`config.mk`:
```
export PLATFORM = sky130hd
export DESIGN_NAME = inst_fetch_ctrl_flat
export DESIGN_NICKNAME = d
export VERILOG_FILES = /design/src/rtl/inst_fetch_ctrl_pkg.sv /design/src/rtl/inst_fetch_ctrl_if.sv /design/src/rtl/inst_fetch_ctrl_fifo.sv /design/src/rtl/inst_fetch_ctrl.sv /design/src/flat_wrapper.sv
export SDC_FILE = /design/constraint.sdc
export NUM_CORES = 1
export LEC_CHECK = 0
export CORE_ASPECT_RATIO = 2
export CORE_MARGIN = 4
export CORE_UTILIZATION = 45
export CTS_CLUSTER_DIAMETER = 50
export DETAILED_ROUTE_END_ITERATION = 12
export GPL_ROUTABILITY_DRIVEN = 0
export HOLD_SLACK_MARGIN = 0.12
export PLACE_DENSITY_LB_ADDON = 0.3
export SLEW_MARGIN = 20
export SYNTH_ARGS = -nofsm -noshare
export SYNTH_HDL_FRONTEND = slang
export SYNTH_SLANG_ARGS = --single-unit
```
`constraint.sdc`:
```
create_clock -name iClk -period 7.8 [get_ports iClk]
set_clock_uncertainty 0.1 [all_clocks]
set_input_delay 1.56 -clock iClk [delete_from_list [all_inputs] [get_ports iClk]]
set_output_delay 1.56 -clock iClk [all_outputs]
set_load 0.02 [all_outputs]
```
`src/rtl/inst_fetch_ctrl_pkg.sv`:
```
// Shared fetch-stage types: FSM state encoding, fetch buffer payload and helpers.
package corePckg;

  typedef enum logic [1:0] {
    IDLE = 2'd0,
    RUN  = 2'd1,
    ERR  = 2'd2
  } tFetchState;

  localparam logic [31:0] cInstNop = 32'h0000_0013;

  typedef struct packed {
    logic [31:0] pc;
    logic [31:0] inst;
  } tFetchEntry;

  function automatic logic isMisaligned(input logic [31:0] pc);
    return pc[1:0] != 2'b00;
  endfunction

endpackage

```
`src/rtl/inst_fetch_ctrl_if.sv`:
```
// Fetch-stage bus: control inputs, instruction-memory port and decoder handshake.
interface inst_fetch_ctrl_if;

  logic        iEnable;
  logic        iRedirect;
  logic [31:0] iRedirectPc;
  logic        oImemRe;
  logic [31:0] oImemAddr;
  logic [31:0] iImemData;
  logic [31:0] oInst;
  logic [31:0] oCurPc;
  logic        oValid;
  logic        iReady;
  logic        oMisalign;

  modport master (
    input  iEnable, iRedirect, iRedirectPc, iImemData, iReady,
    output oImemRe, oImemAddr, oInst, oCurPc, oValid, oMisalign
  );

  modport slave (
    output iEnable, iRedirect, iRedirectPc, iImemData, iReady,
    input  oImemRe, oImemAddr, oInst, oCurPc, oValid, oMisalign
  );

endinterface

```
`src/rtl/inst_fetch_ctrl_fifo.sv`:
```
// First-word-fall-through buffer of fetched {pc, inst} entries with synchronous flush.
module inst_fifo
  import corePckg::*;
#(
  parameter int unsigned depth = 2
) (
  input  logic                     i_clk,
  input  logic                     i_rst_n,
  input  logic                     i_push,
  input  logic                     i_pop,
  input  logic                     i_flush,
  input  tFetchEntry               i_data,
  output tFetchEntry               o_data,
  output logic [$clog2(depth):0]   o_count
);

  localparam int unsigned cPtrW = $clog2(depth);
  localparam logic [cPtrW:0] cFull = depth[cPtrW:0];

  tFetchEntry         r_mem [depth];
  logic [cPtrW-1:0]   r_wr_ptr;
  logic [cPtrW-1:0]   r_rd_ptr;
  logic [cPtrW:0]     r_count;
  logic               w_do_push;
  logic               w_do_pop;

  assign w_do_push = i_push && !i_flush;
  assign w_do_pop  = i_pop && (r_count != '0) && !i_flush;

  always_ff @(posedge i_clk or negedge i_rst_n) begin
    if (!i_rst_n) begin
      r_wr_ptr <= '0;
      r_rd_ptr <= '0;
      r_count  <= '0;
      for (int unsigned i = 0; i < depth; i++) begin
        r_mem[i] <= '0;
      end
    end else if (i_flush) begin
      r_wr_ptr <= '0;
      r_rd_ptr <= '0;
      r_count  <= '0;
    end else begin
      if (w_do_push) begin
        r_mem[r_wr_ptr] <= i_data;
        r_wr_ptr        <= r_wr_ptr + 1'b1;
      end
      if (w_do_pop) begin
        r_rd_ptr <= r_rd_ptr + 1'b1;
      end
      case ({w_do_push, w_do_pop})
        2'b10:   r_count <= r_count + 1'b1;
        2'b01:   r_count <= r_count - 1'b1;
        default: r_count <= r_count;
      endcase
    end
  end

  assign o_data  = r_mem[r_rd_ptr];
  assign o_count = r_count;

  // The fetch credit rule upstream must never let a push land on a full buffer.
  a_no_overflow: assert property (@(posedge i_clk) disable iff (!i_rst_n)
    !(w_do_push && !w_do_pop && (r_count == cFull)))
    else $error("inst_fifo: push into full buffer");

endmodule

```
`src/rtl/inst_fetch_ctrl.sv`:
```
// Instruction fetch controller: credit-based imem reads into a FWFT buffer feeding the decoder.
module inst_fetch_ctrl
  import corePckg::*;
#(
  parameter logic [31:0] cResetPc   = 32'h0000_0000,
  parameter int unsigned cFifoDepth = 2
) (
  input  logic              iClk,
  input  logic              iRst,
  inst_fetch_ctrl_if.master ifc
);

  localparam int unsigned     cCntW   = $clog2(cFifoDepth) + 1;
  localparam logic [cCntW:0]  cDepthW = cFifoDepth[cCntW:0];

  tFetchState        r_state;
  tFetchState        w_state_nxt;
  logic [31:0]       r_fetch_pc;
  logic              r_inflight;
  logic [31:0]       r_inflight_pc;
  logic              r_misalign;

  logic [cCntW-1:0]  w_count;
  logic [cCntW:0]    w_occupancy;
  logic              w_valid;
  logic              w_pop;
  logic              w_push;
  logic              w_issue;
  logic              w_redirect_bad;
  tFetchEntry        w_push_data;
  tFetchEntry        w_head;

  assign w_redirect_bad = ifc.iRedirect && isMisaligned(ifc.iRedirectPc);
  assign w_valid        = (w_count != '0);
  assign w_pop          = w_valid && ifc.iReady;

  // Slots already claimed (buffered + outstanding) net of this cycle's pop.
  assign w_occupancy = {1'b0, w_count}
                     + {{cCntW{1'b0}}, r_inflight}
                     - {{cCntW{1'b0}}, w_pop};
  assign w_issue     = (r_state == RUN) && !ifc.iRedirect && (w_occupancy < cDepthW);

  // The outstanding read's data arrives in the cycle after issue; a redirect in
  // that cycle kills it by withholding the push while the buffer is flushed.
  assign w_push      = r_inflight && !ifc.iRedirect;
  assign w_push_data = '{pc: r_inflight_pc, inst: ifc.iImemData};

  always_comb begin
    w_state_nxt = r_state;
    if (w_redirect_bad) begin
      w_state_nxt = ERR;
    end else begin
      case (r_state)
        IDLE:    if (ifc.iEnable)  w_state_nxt = RUN;
        RUN:     if (!ifc.iEnable) w_state_nxt = IDLE;
        ERR:     w_state_nxt = ERR;
        default: w_state_nxt = IDLE;
      endcase
    end
  end

  always_ff @(posedge iClk or negedge iRst) begin
    if (!iRst) begin
      r_state       <= IDLE;
      r_fetch_pc    <= cResetPc;
      r_inflight    <= 1'b0;
      r_inflight_pc <= '0;
      r_misalign    <= 1'b0;
    end else begin
      r_state    <= w_state_nxt;
      r_inflight <= w_issue;
      if (w_issue) begin
        r_inflight_pc <= r_fetch_pc;
      end
      if (ifc.iRedirect) begin
        r_fetch_pc <= ifc.iRedirectPc;
      end else if (w_issue) begin
        r_fetch_pc <= r_fetch_pc + 32'd4;
      end
      if (w_redirect_bad) begin
        r_misalign <= 1'b1;
      end
    end
  end

  inst_fifo #(
    .depth (cFifoDepth)
  ) u_fifo (
    .i_clk   (iClk),
    .i_rst_n (iRst),
    .i_push  (w_push),
    .i_pop   (w_pop),
    .i_flush (ifc.iRedirect),
    .i_data  (w_push_data),
    .o_data  (w_head),
    .o_count (w_count)
  );

  assign ifc.oImemRe   = w_issue;
  assign ifc.oImemAddr = r_fetch_pc;
  assign ifc.oInst     = w_head.inst;
  assign ifc.oCurPc    = w_head.pc;
  assign ifc.oValid    = w_valid;
  assign ifc.oMisalign = r_misalign;

endmodule

```
`src/flat_wrapper.sv`:
```
// flat-port wrapper written by rule: the top's interface ports become plain ports
module inst_fetch_ctrl_flat import corePckg::*;
#(
  parameter logic [31:0] cResetPc   = 32'h0000_0000,
  parameter int unsigned cFifoDepth = 2
)
  (iClk, iRst, ifc_iEnable, ifc_iRedirect, ifc_iRedirectPc, ifc_iImemData, ifc_iReady, ifc_oImemRe, ifc_oImemAddr, ifc_oInst, ifc_oCurPc, ifc_oValid, ifc_oMisalign);
  inst_fetch_ctrl_if ifc_i ();
  input  logic iClk;
  input  logic iRst;
  input wire logic [$bits(ifc_i.iEnable)-1:0] ifc_iEnable;
  input wire logic [$bits(ifc_i.iRedirect)-1:0] ifc_iRedirect;
  input wire logic [$bits(ifc_i.iRedirectPc)-1:0] ifc_iRedirectPc;
  input wire logic [$bits(ifc_i.iImemData)-1:0] ifc_iImemData;
  input wire logic [$bits(ifc_i.iReady)-1:0] ifc_iReady;
  output wire logic [$bits(ifc_i.oImemRe)-1:0] ifc_oImemRe;
  output wire logic [$bits(ifc_i.oImemAddr)-1:0] ifc_oImemAddr;
  output wire logic [$bits(ifc_i.oInst)-1:0] ifc_oInst;
  output wire logic [$bits(ifc_i.oCurPc)-1:0] ifc_oCurPc;
  output wire logic [$bits(ifc_i.oValid)-1:0] ifc_oValid;
  output wire logic [$bits(ifc_i.oMisalign)-1:0] ifc_oMisalign;
  assign ifc_i.iEnable = ifc_iEnable;
  assign ifc_i.iRedirect = ifc_iRedirect;
  assign ifc_i.iRedirectPc = ifc_iRedirectPc;
  assign ifc_i.iImemData = ifc_iImemData;
  assign ifc_i.iReady = ifc_iReady;
  assign ifc_oImemRe = ifc_i.oImemRe;
  assign ifc_oImemAddr = ifc_i.oImemAddr;
  assign ifc_oInst = ifc_i.oInst;
  assign ifc_oCurPc = ifc_i.oCurPc;
  assign ifc_oValid = ifc_i.oValid;
  assign ifc_oMisalign = ifc_i.oMisalign;
  inst_fetch_ctrl #(.cResetPc(cResetPc), .cFifoDepth(cFifoDepth)) u_core (.iClk(iClk), .iRst(iRst), .ifc(ifc_i));
endmodule
```
==> flow_summary.ini, run 1 <==
[clock_tree]
cts_buffers = 17
htree_levels = 4
hold_buffers = 0
path_clk_slew_ns = 0.07
clockBufferDepth = 2
cts_sinks = 200
cts_tree = built
postCtsSetupRepairBufs = 0
cts_root_buf = clkbuf_16
cts_resized = 0
clock_latency_ns = 0.42

[cells_and_area]
finalNonFillerCells = 1159
fin_nets = 956
syn2layout_area_growth_pct = 27.11
design_area_mm2 = 0.01160
drive_above_1_share = 0.2731
antenna_cells = 0

[detailed_routing]
vias = 6452
vias_per_cell = 5.567
drt-initial-drc-count = 370
avgRoutedWirePerCell_um = 19.83
firstDrtPassIters = 5
drc = 0
routed_wl_um = 22990
ant_nets = 0

[pwr]
seq_power_share = 0.508
clkPwrFrac = 0.400
leakagePower_nw = 5.355
switching_share = 0.2453
p_int_w = 0.001622
powerDensity_mw_per_mm2 = 185.3
p_sw_w = 0.0005271
vdd_drop_max_mv = 0.1150
power_frac_comb = 0.092

[setup_path]
crit_path_frequent_cell = clkdlybuf4s50_1
timing.rr.start = u_core.u_fifo.o_count[1]
r2r-end = u_core.ifc.oImemAddr[18]
worstSetupPathType = in -> out
worstRegToRegCells = 13
cp_top_family = buffers and inverters
start_kind = input port
cp-end-kind = primary output
worstPathRequired_ns = 6.14
critical_path_arrival_ns = 4.32
max_stage_delay_ns = 0.60
cp-endpoint = ifc_oImemRe
crit_path_start = ifc_iReady
critPathSlowestCell = clkdlybuf4s50_1
path_depth = 11
path_max_fanout = 9
crit_buf_inv = 5
r2r_setup_slack_ns = 4.00
crit_chain = clkdlybuf4s50_1 -> nand2_1 -> inv_1 -> ha_1 -> nand2b_1 -> fa_1 -> nor4bb_2 -> buf_4 -> nand2_2 -> inv_2 -> clkdlybuf4s50_1

[floorplan]
die_area_mm2 = 0.02276
die_h_um = 209.4
num_rows = 73
initial_core_util = 0.4582
design.core.area_mm2 = 0.01991
io-pin-count = 168
die-width_um = 108.7

[place]
numPortBuffers = 167
dp_hpwl_um = 15560
pre_cts_slack_ns = 1.820
dpl_cell_area_mm2 = 0.01100
dp.cells = 1126

[timing]
setup_viol = 0
tightest_slew_ns = 1.022
hold_ws_ns = 0.3782
min_period_over_period = 0.7666
tns_ns = 0
drv_slew = 0
rsz0062_at_grt = false
slew_headroom = 0.3162
hold_viol = 0
period_minus_slack_ns = 5.979
setup_ws_ns = 1.821
fmax_mhz = 167.2

[synth]
synth-async-reset-ratio = 1.000
synth_simple_gate_area_frac = 0.1137
avgSynthCellArea_um2 = 12.53
yosysMostFrequentCell = dfrtp_1
netlist.area_leader.share = 0.5485
synth_area_mm2 = 0.009124
yosys_warnings = 0
synth_compound_area_frac = 0.05677
synth_cells = 728
synth_top_area_cell = dfrtp_1
ys_types = 59
synth_mux_area_frac = 0.2416
yosys-top-cells-area = dfrtp_1 (55%), mux2_2 (23%), nand2_1 (4.4%)
synth_top_family_by_area = multiplexers
synthXorXnorAreaFrac = 0.008777
synth_seq_cells = 200
syn-num-nets = 800
synth_ff_type = dfrtp_1
yosys-top-cells-count = dfrtp_1 (200), mux2_2 (190), nand2_1 (106)
synth.yosys.seq_area_share = 0.5485
synthAdderAreaFrac = 0.004937
synth_edf_count = 0

[flow_run]
cap_violations = 0

[global_route]
antenna_found_initial = 0
grtUsageTotal = 0.2082
grt_overflow_total = 0
grt_pass1_wl_um = 36720
grt_pass1_vias = 6776
grt_max_degree = 72

[outcome]
outcome = finished clean

[hold_path]
min_from = u_core.ifc.oMisalign
hold_class = reg -> reg
## power by group through the flow
stage / Sequential [W] / Clock, W / Combinational (W)
6_report: 0.00109 / 0.000859 / 0.000199
5_1_grt: 0.00109 / 0.000919 / 0.000214
4_1_cts: 0.00109 / 0.000882 / 0.000202
3_5_place_dp: 0.00111 / 0 / 0.000201
3_3_place_gp: 0.00111 / 0 / 0.000200
2_1_floorplan: 0.00112 / 0 / 0.0000600
## per-layer routing
layer	wire length (um)	global-route usage
met1	8891	0.2413
met2	12300	0.3717
met3	1072	0.03878
met4	725	0.08326
met5	0	0
## flip-flops by register name (all words and copies together), names as in the netlist
register and count:
u_core.u_fifo.r_rd_ptr 1, u_core.r_inflight 1, u_core.u_fifo.o_count 2, u_core.r_inflight_pc 32, u_core.ifc.oMisalign 1, u_core.u_fifo.r_mem 128
u_core.r_state 2, u_core.ifc.oImemAddr 32, u_core.u_fifo.r_wr_ptr 1
## layout by cell type, fill, tap and decap left out, types with 4 or more instances in the layout
cell type	netlist	final
a21o_1	7	7
mux2_2	190	190
nor2_1	7	7
nand3_1	13	13
clkdlybuf4s50_1	0	165
dfrtp_1	200	199
and3_1	6	6
xnor2_1	4	4
nand2_1	106	106
clkbuf_16	0	17
buf_4	3	8
o211ai_1	5	5
a22oi_1	7	7
o311ai_0	9	9
a221o_1	9	9
o21ai_0	15	15
nand4_1	13	13
inv_1	9	9
and2_1	5	5
nor3_1	15	15
mux2_1	4	4
and4_1	9	9
## metrics by stage
| stage | total power [W] | util |
|---|---|---|
| floorplan | 0.001179 | - |
| global placement | 0.001310 | 0.5527 |
| detailed placement | 0.001311 | 0.5527 |
| CTS | 0.002175 | 0.5815 |
| global route | 0.002228 | 0.5824 |
| finish | 0.002149 | 0.5824 |
## how the worst min path moves through the flow
stage                               to  slack [ns]  cells after the start
6_report          u_core.ifc.oMisalign        0.38                      1
2_1_floorplan        u_core.r_state[1]        0.34                      1
3_5_place_dp      u_core.ifc.oMisalign        0.36                      1
3_3_place_gp      u_core.ifc.oMisalign        0.35                      1
4_1_cts           u_core.ifc.oMisalign        0.38                      1
5_1_grt        u_core.u_fifo.r_mem[37]        0.41                      1
## final cells by class
class | instances | area (um^2)
Tap cell | 262 | 327.8
Timing Repair Buffer | 176 | 1745
Clock buffer | 20 | 456.7
Inverter | 11 | 41.29
Clock inverter | 12 | 117.6
Sequential cell | 200 | 5006
Fill cell | 1720 | 8314
Multi-Input combinational cell | 478 | 3902
## cells by family after synthesis
group | Yosys count
XOR/XNOR | 7
multiplexers | 196
adder cells (fa/ha/maj) | 3
buffers and inverters | 50
flip-flops | 200
AND/OR/NAND/NOR | 203
AO/OA/AOI/OAI | 69
No activity file was read; power rests on OpenSTA's default activity.
==> inputs of run 2 (changes only) <==
Clock period 7.8 ns to 5.8 ns, I/O delays scaled along.
==> flow_summary.ini, run 2 (synthesis gave the netlist of run 1 again) <==
[cells_and_area]
final_common_cell = dfrtp_1
fin_nets = 958
multiInputGateArea_mm2 = 0.003899
design_area_mm2 = 0.01158
final_cell_mix = dfrtp_1 (199), mux2_2 (190), clkdlybuf4s50_1 (165)
finalNonFillerCells = 1161
syn2layout_area_growth_pct = 26.92
nFillCells = 1754
regMostFlops = u_core.u_fifo.r_mem
largest_reg_flops = 128
antenna_cells = 0
drive_above_1_share = 0.2736
seqCellArea_mm2 = 0.005006

[clock_tree]
cts_resized = 0
cts_sinks = 200
cts_root_buf = clkbuf_16
clockBufferDepth = 2
cts_tree = built
clock_latency_ns = 0.43
htree_levels = 4
postCtsSetupRepairBufs = 0
hold_buffers = 0
path_clk_slew_ns = 0.07
cts_buffers = 17

[setup_path]
cp_top_family = buffers and inverters
critical_path_arrival_ns = 3.89
worstPathRequired_ns = 4.54
crit_path_frequent_cell = clkdlybuf4s50_1
worstSetupPathType = in -> out
crit_buf_inv = 4
crit_chain = clkdlybuf4s50_1 -> nand2_1 -> inv_1 -> ha_1 -> nand2b_1 -> fa_1 -> nor4bb_2 -> nand2_2 -> inv_2 -> clkdlybuf4s50_1
path_max_fanout = 3
max_stage_delay_ns = 0.60
cp-end-kind = primary output
start_kind = input port
critPathSlowestCell = clkdlybuf4s50_1

[pwr]
vdd_drop_max_mv = 0.1590
leakagePower_nw = 5.356
p_total_w = 0.002838
powerDensity_mw_per_mm2 = 245.1

[detailed_routing]
avgRoutedWirePerCell_um = 19.69
drt-initial-drc-count = 291
vias = 6494
firstDrtPassIters = 4
vias_per_cell = 5.593
drc = 0
routed_wl_um = 22860
ant_nets = 0

[global_route]
antenna_found_initial = 0
grt_max_degree = 135
grt_pass1_vias = 6827
grtUsageTotal = 0.2066
grt_overflow_total = 0
grt_pass1_wl_um = 36400

[floorplan]
die_area_mm2 = 0.02276
initial_core_util = 0.4582
num_rows = 73
design.core.area_mm2 = 0.01991
io-pin-count = 168
die-width_um = 108.7
die_h_um = 209.4

[place]
dp.cells = 1129
dp_hpwl_um = 15440
dpl_cell_area_mm2 = 0.01104
numPortBuffers = 167

[timing]
tns_ns = 0
fmax_mhz = 194.3
rsz0062_at_grt = false
min_period_over_period = 0.8874
tightest_slew_ns = 0.9856
slew_headroom = 0.3429
setup_viol = 0
drv_slew = 0
period_minus_slack_ns = 5.147
hold_viol = 0

[hold_path]
hold_class = reg -> reg

[flow_run]
cap_violations = 0

[outcome]
outcome = finished clean
## run 2: path summary, 6_finish.rpt
kind,startpoint,end,slack (ns),depth (start not counted)
max,ifc_iReady,ifc_oImemRe,0.65,10
min,u_core.ifc.oMisalign,u_core.ifc.oMisalign,0.37,1
max reg2reg,u_core.u_fifo.o_count[1],u_core.ifc.oImemAddr[18],2.08,12
min reg2reg,u_core.ifc.oMisalign,u_core.ifc.oMisalign,0.37,1
max in group asynchronous,iRst,u_core.ifc.oImemAddr[16],3.86,2
min in group asynchronous,iRst,u_core.u_fifo.r_mem[10],0.63,1
## run 2: area by class of cell
type / instances / share of cell area
sequential: 200 / 0.4323
multi-input combinational: 478 / 0.3367
timing repair buffer: 178 / 0.1525
clock buffer: 18 / 0.03706
tap: 262 / 0.02831
clock inverter: 14 / 0.009616
inverter: 11 / 0.003566
## run 2: report_power, final
part           internal, W  switching [W]  leakage (nW)
registers          0.00142      0.0000421          2.69
logic             0.000135       0.000134          2.40
clock network     0.000560       0.000543         0.264
## run 2: stage by stage
| stage | hold slack [ns] | setup WS (ns) | utilization |
|---|---|---|---|
| final | 0.3667 | 0.6529 | 0.5816 |
| after global routing | 0.3811 | 0.4095 | 0.5816 |
| after CTS | 0.3724 | 0.6250 | 0.5816 |
| after detailed placement | 0.3543 | 0.6570 | 0.5544 |
| after global placement | 0.3532 | 0.6514 | 0.5544 |
| after floorplan | 0.3385 | 1.398 | - |
## run 2: routing by layer
layer	GRT usage	share of wire
met5	0	0
met4	0.09547	0.038
met3	0.03755	0.049
met2	0.3666	0.53
met1	0.2362	0.38
## run 2: worst reg2reg max path, stage by stage (launching register included)
cell,delay (ns)
dfrtp_1,0.51
or2_2,0.35
nand2_1,0.13
inv_1,0.06
ha_1,0.26
nand2b_1,0.15
fa_1,0.51
nor4bb_2,0.33
nand2_2,0.14
inv_2,0.10
buf_4,0.41
nand3_2,0.22
a221o_1,0.33
==> inputs of run 3 (changes only) <==
Settings changed: PLACE_DENSITY set to 0.73, PLACE_DENSITY_LB_ADDON 0.3 to not set.
==> flow_summary.ini, run 3 (synthesis gave the netlist of run 1 again) <==
[hold_path]
worstHoldPathCells = 1
hold_class = reg -> reg
min_to = u_core.ifc.oMisalign
min_from = u_core.ifc.oMisalign

[clock_tree]
cts_resized = 0
clock_latency_ns = 0.43
path_clk_slew_ns = 0.07
cts_root_buf = clkbuf_16
hold_buffers = 0
cts_tree = built
postCtsSetupRepairBufs = 0
cts_buffers = 17
cts_sinks = 200
clockBufferDepth = 2
htree_levels = 4

[cells_and_area]
final_cell_mix = dfrtp_1 (199), mux2_2 (190), clkdlybuf4s50_1 (165)
regMostFlops = u_core.u_fifo.r_mem
antenna_cells = 0
nFillCells = 1719
multiInputGateArea_mm2 = 0.003892
largest_reg_flops = 128
drive_above_1_share = 0.2693
finalNonFillerCells = 1157
syn2layout_area_growth_pct = 27.04
seqCellArea_mm2 = 0.005009
final_common_cell = dfrtp_1
fin_nets = 954

[detailed_routing]
firstDrtPassIters = 4
vias_per_cell = 5.597
avgRoutedWirePerCell_um = 19.67
vias = 6476
ant_nets = 0
routed_wl_um = 22750
drt-initial-drc-count = 303
drc = 0

[pwr]
power_frac_comb = 0.091
clkPwrFrac = 0.411
leakagePower_nw = 5.363
p_total_w = 0.002947
seq_power_share = 0.498
powerDensity_mw_per_mm2 = 254.3
vdd_drop_max_mv = 0.1642
switching_share = 0.2467
p_int_w = 0.002220
p_sw_w = 0.0007270

[floorplan]
design.core.area_mm2 = 0.01991
num_rows = 73
io-pin-count = 168
initial_core_util = 0.4582
die-width_um = 108.7
die_h_um = 209.4
die_area_mm2 = 0.02276

[setup_path]
r2r-end = u_core.ifc.oImemAddr[18]
worstRegToRegCells = 12
cp-end-kind = primary output
critical_path_arrival_ns = 3.96
worstPathRequired_ns = 4.54
start_kind = input port
worstSetupPathType = in -> out
path_max_fanout = 3
timing.rr.start = u_core.u_fifo.o_count[1]
r2r_setup_slack_ns = 2.06

[timing]
tns_ns = 0
fmax_mhz = 191.6
drv_slew = 0
hold_viol = 0
tightest_slew_ns = 1.066
setup_ws_ns = 0.5821
min_period_over_period = 0.8996
rsz0062_at_grt = false
period_minus_slack_ns = 5.218
hold_ws_ns = 0.3800
setup_viol = 0
slew_headroom = 0.2891

[place]
dp_hpwl_um = 15350
dp.cells = 1125
numPortBuffers = 167
pre_cts_slack_ns = 0.5885

[global_route]
grt_pass1_wl_um = 36630
grt_pass1_vias = 6694
grt_overflow_total = 0
grt_max_degree = 97
grtUsageTotal = 0.2074
antenna_found_initial = 0

[flow_run]
cap_violations = 0

[outcome]
outcome = finished clean
run 3: metal layers:
layer	track usage	part of all wire	vias to the layer above
met5	0	0	-
met4	0.08631	0.034	0
met3	0.03201	0.046	46
met2	0.3687	0.53	225
met1	0.2445	0.39	3253
li1	-	-	2952
run 3: worst max-delay path, stage by stage:
cell and delay, ns:
clkdlybuf4s50_1 0.50, nand2_1 0.11, inv_1 0.08, ha_1 0.21, nand2b_1 0.15, fa_1 0.52, nor4bb_1 0.38, nand2_2 0.14
inv_2 0.10, clkdlybuf4s50_1 0.60
run 3: power by group through the flow:
stage	Clock (W)	Sequential, W	Combinational [W]
after global routing	0.00130	0.00147	0.000290
after floorplan	0	0.00151	0.0000807
after CTS	0.00125	0.00147	0.000273
final	0.00121	0.00147	0.000268
after detailed placement	0	0.00149	0.000272
after global placement	0	0.00149	0.000270
run 3: stage by stage:
step / instance area, um^2 / utilization
finish: 11590 / 0.5821
global route: 11590 / 0.5821
CTS: 11590 / 0.5821
detailed placement: 10990 / 0.5521
global placement: 10990 / 0.5521
floorplan: 9124 / -
run 3: area by class of cell:
type / count / area share
Sequential cell: 200 / 0.4321
Multi-Input combinational cell: 478 / 0.3358
Timing Repair Buffer: 174 / 0.1486
Clock buffer: 19 / 0.03821
Tap cell: 262 / 0.02828
Clock inverter: 13 / 0.01339
Inverter: 11 / 0.003562
run 3: how the worst max path moves through the flow:
| stage | from | endpoint | cells past startpoint |
|---|---|---|---|
| 2_1_floorplan | ifc_iReady | ifc_oImemRe | 11 |
| 3_3_place_gp | ifc_iReady | ifc_oImemRe | 10 |
| 3_5_place_dp | ifc_iReady | ifc_oImemRe | 10 |
| 4_1_cts | ifc_iReady | ifc_oImemRe | 10 |
| 5_1_grt | ifc_iReady | ifc_oImemRe | 10 |
| 6_report | ifc_iReady | ifc_oImemRe | 10 |
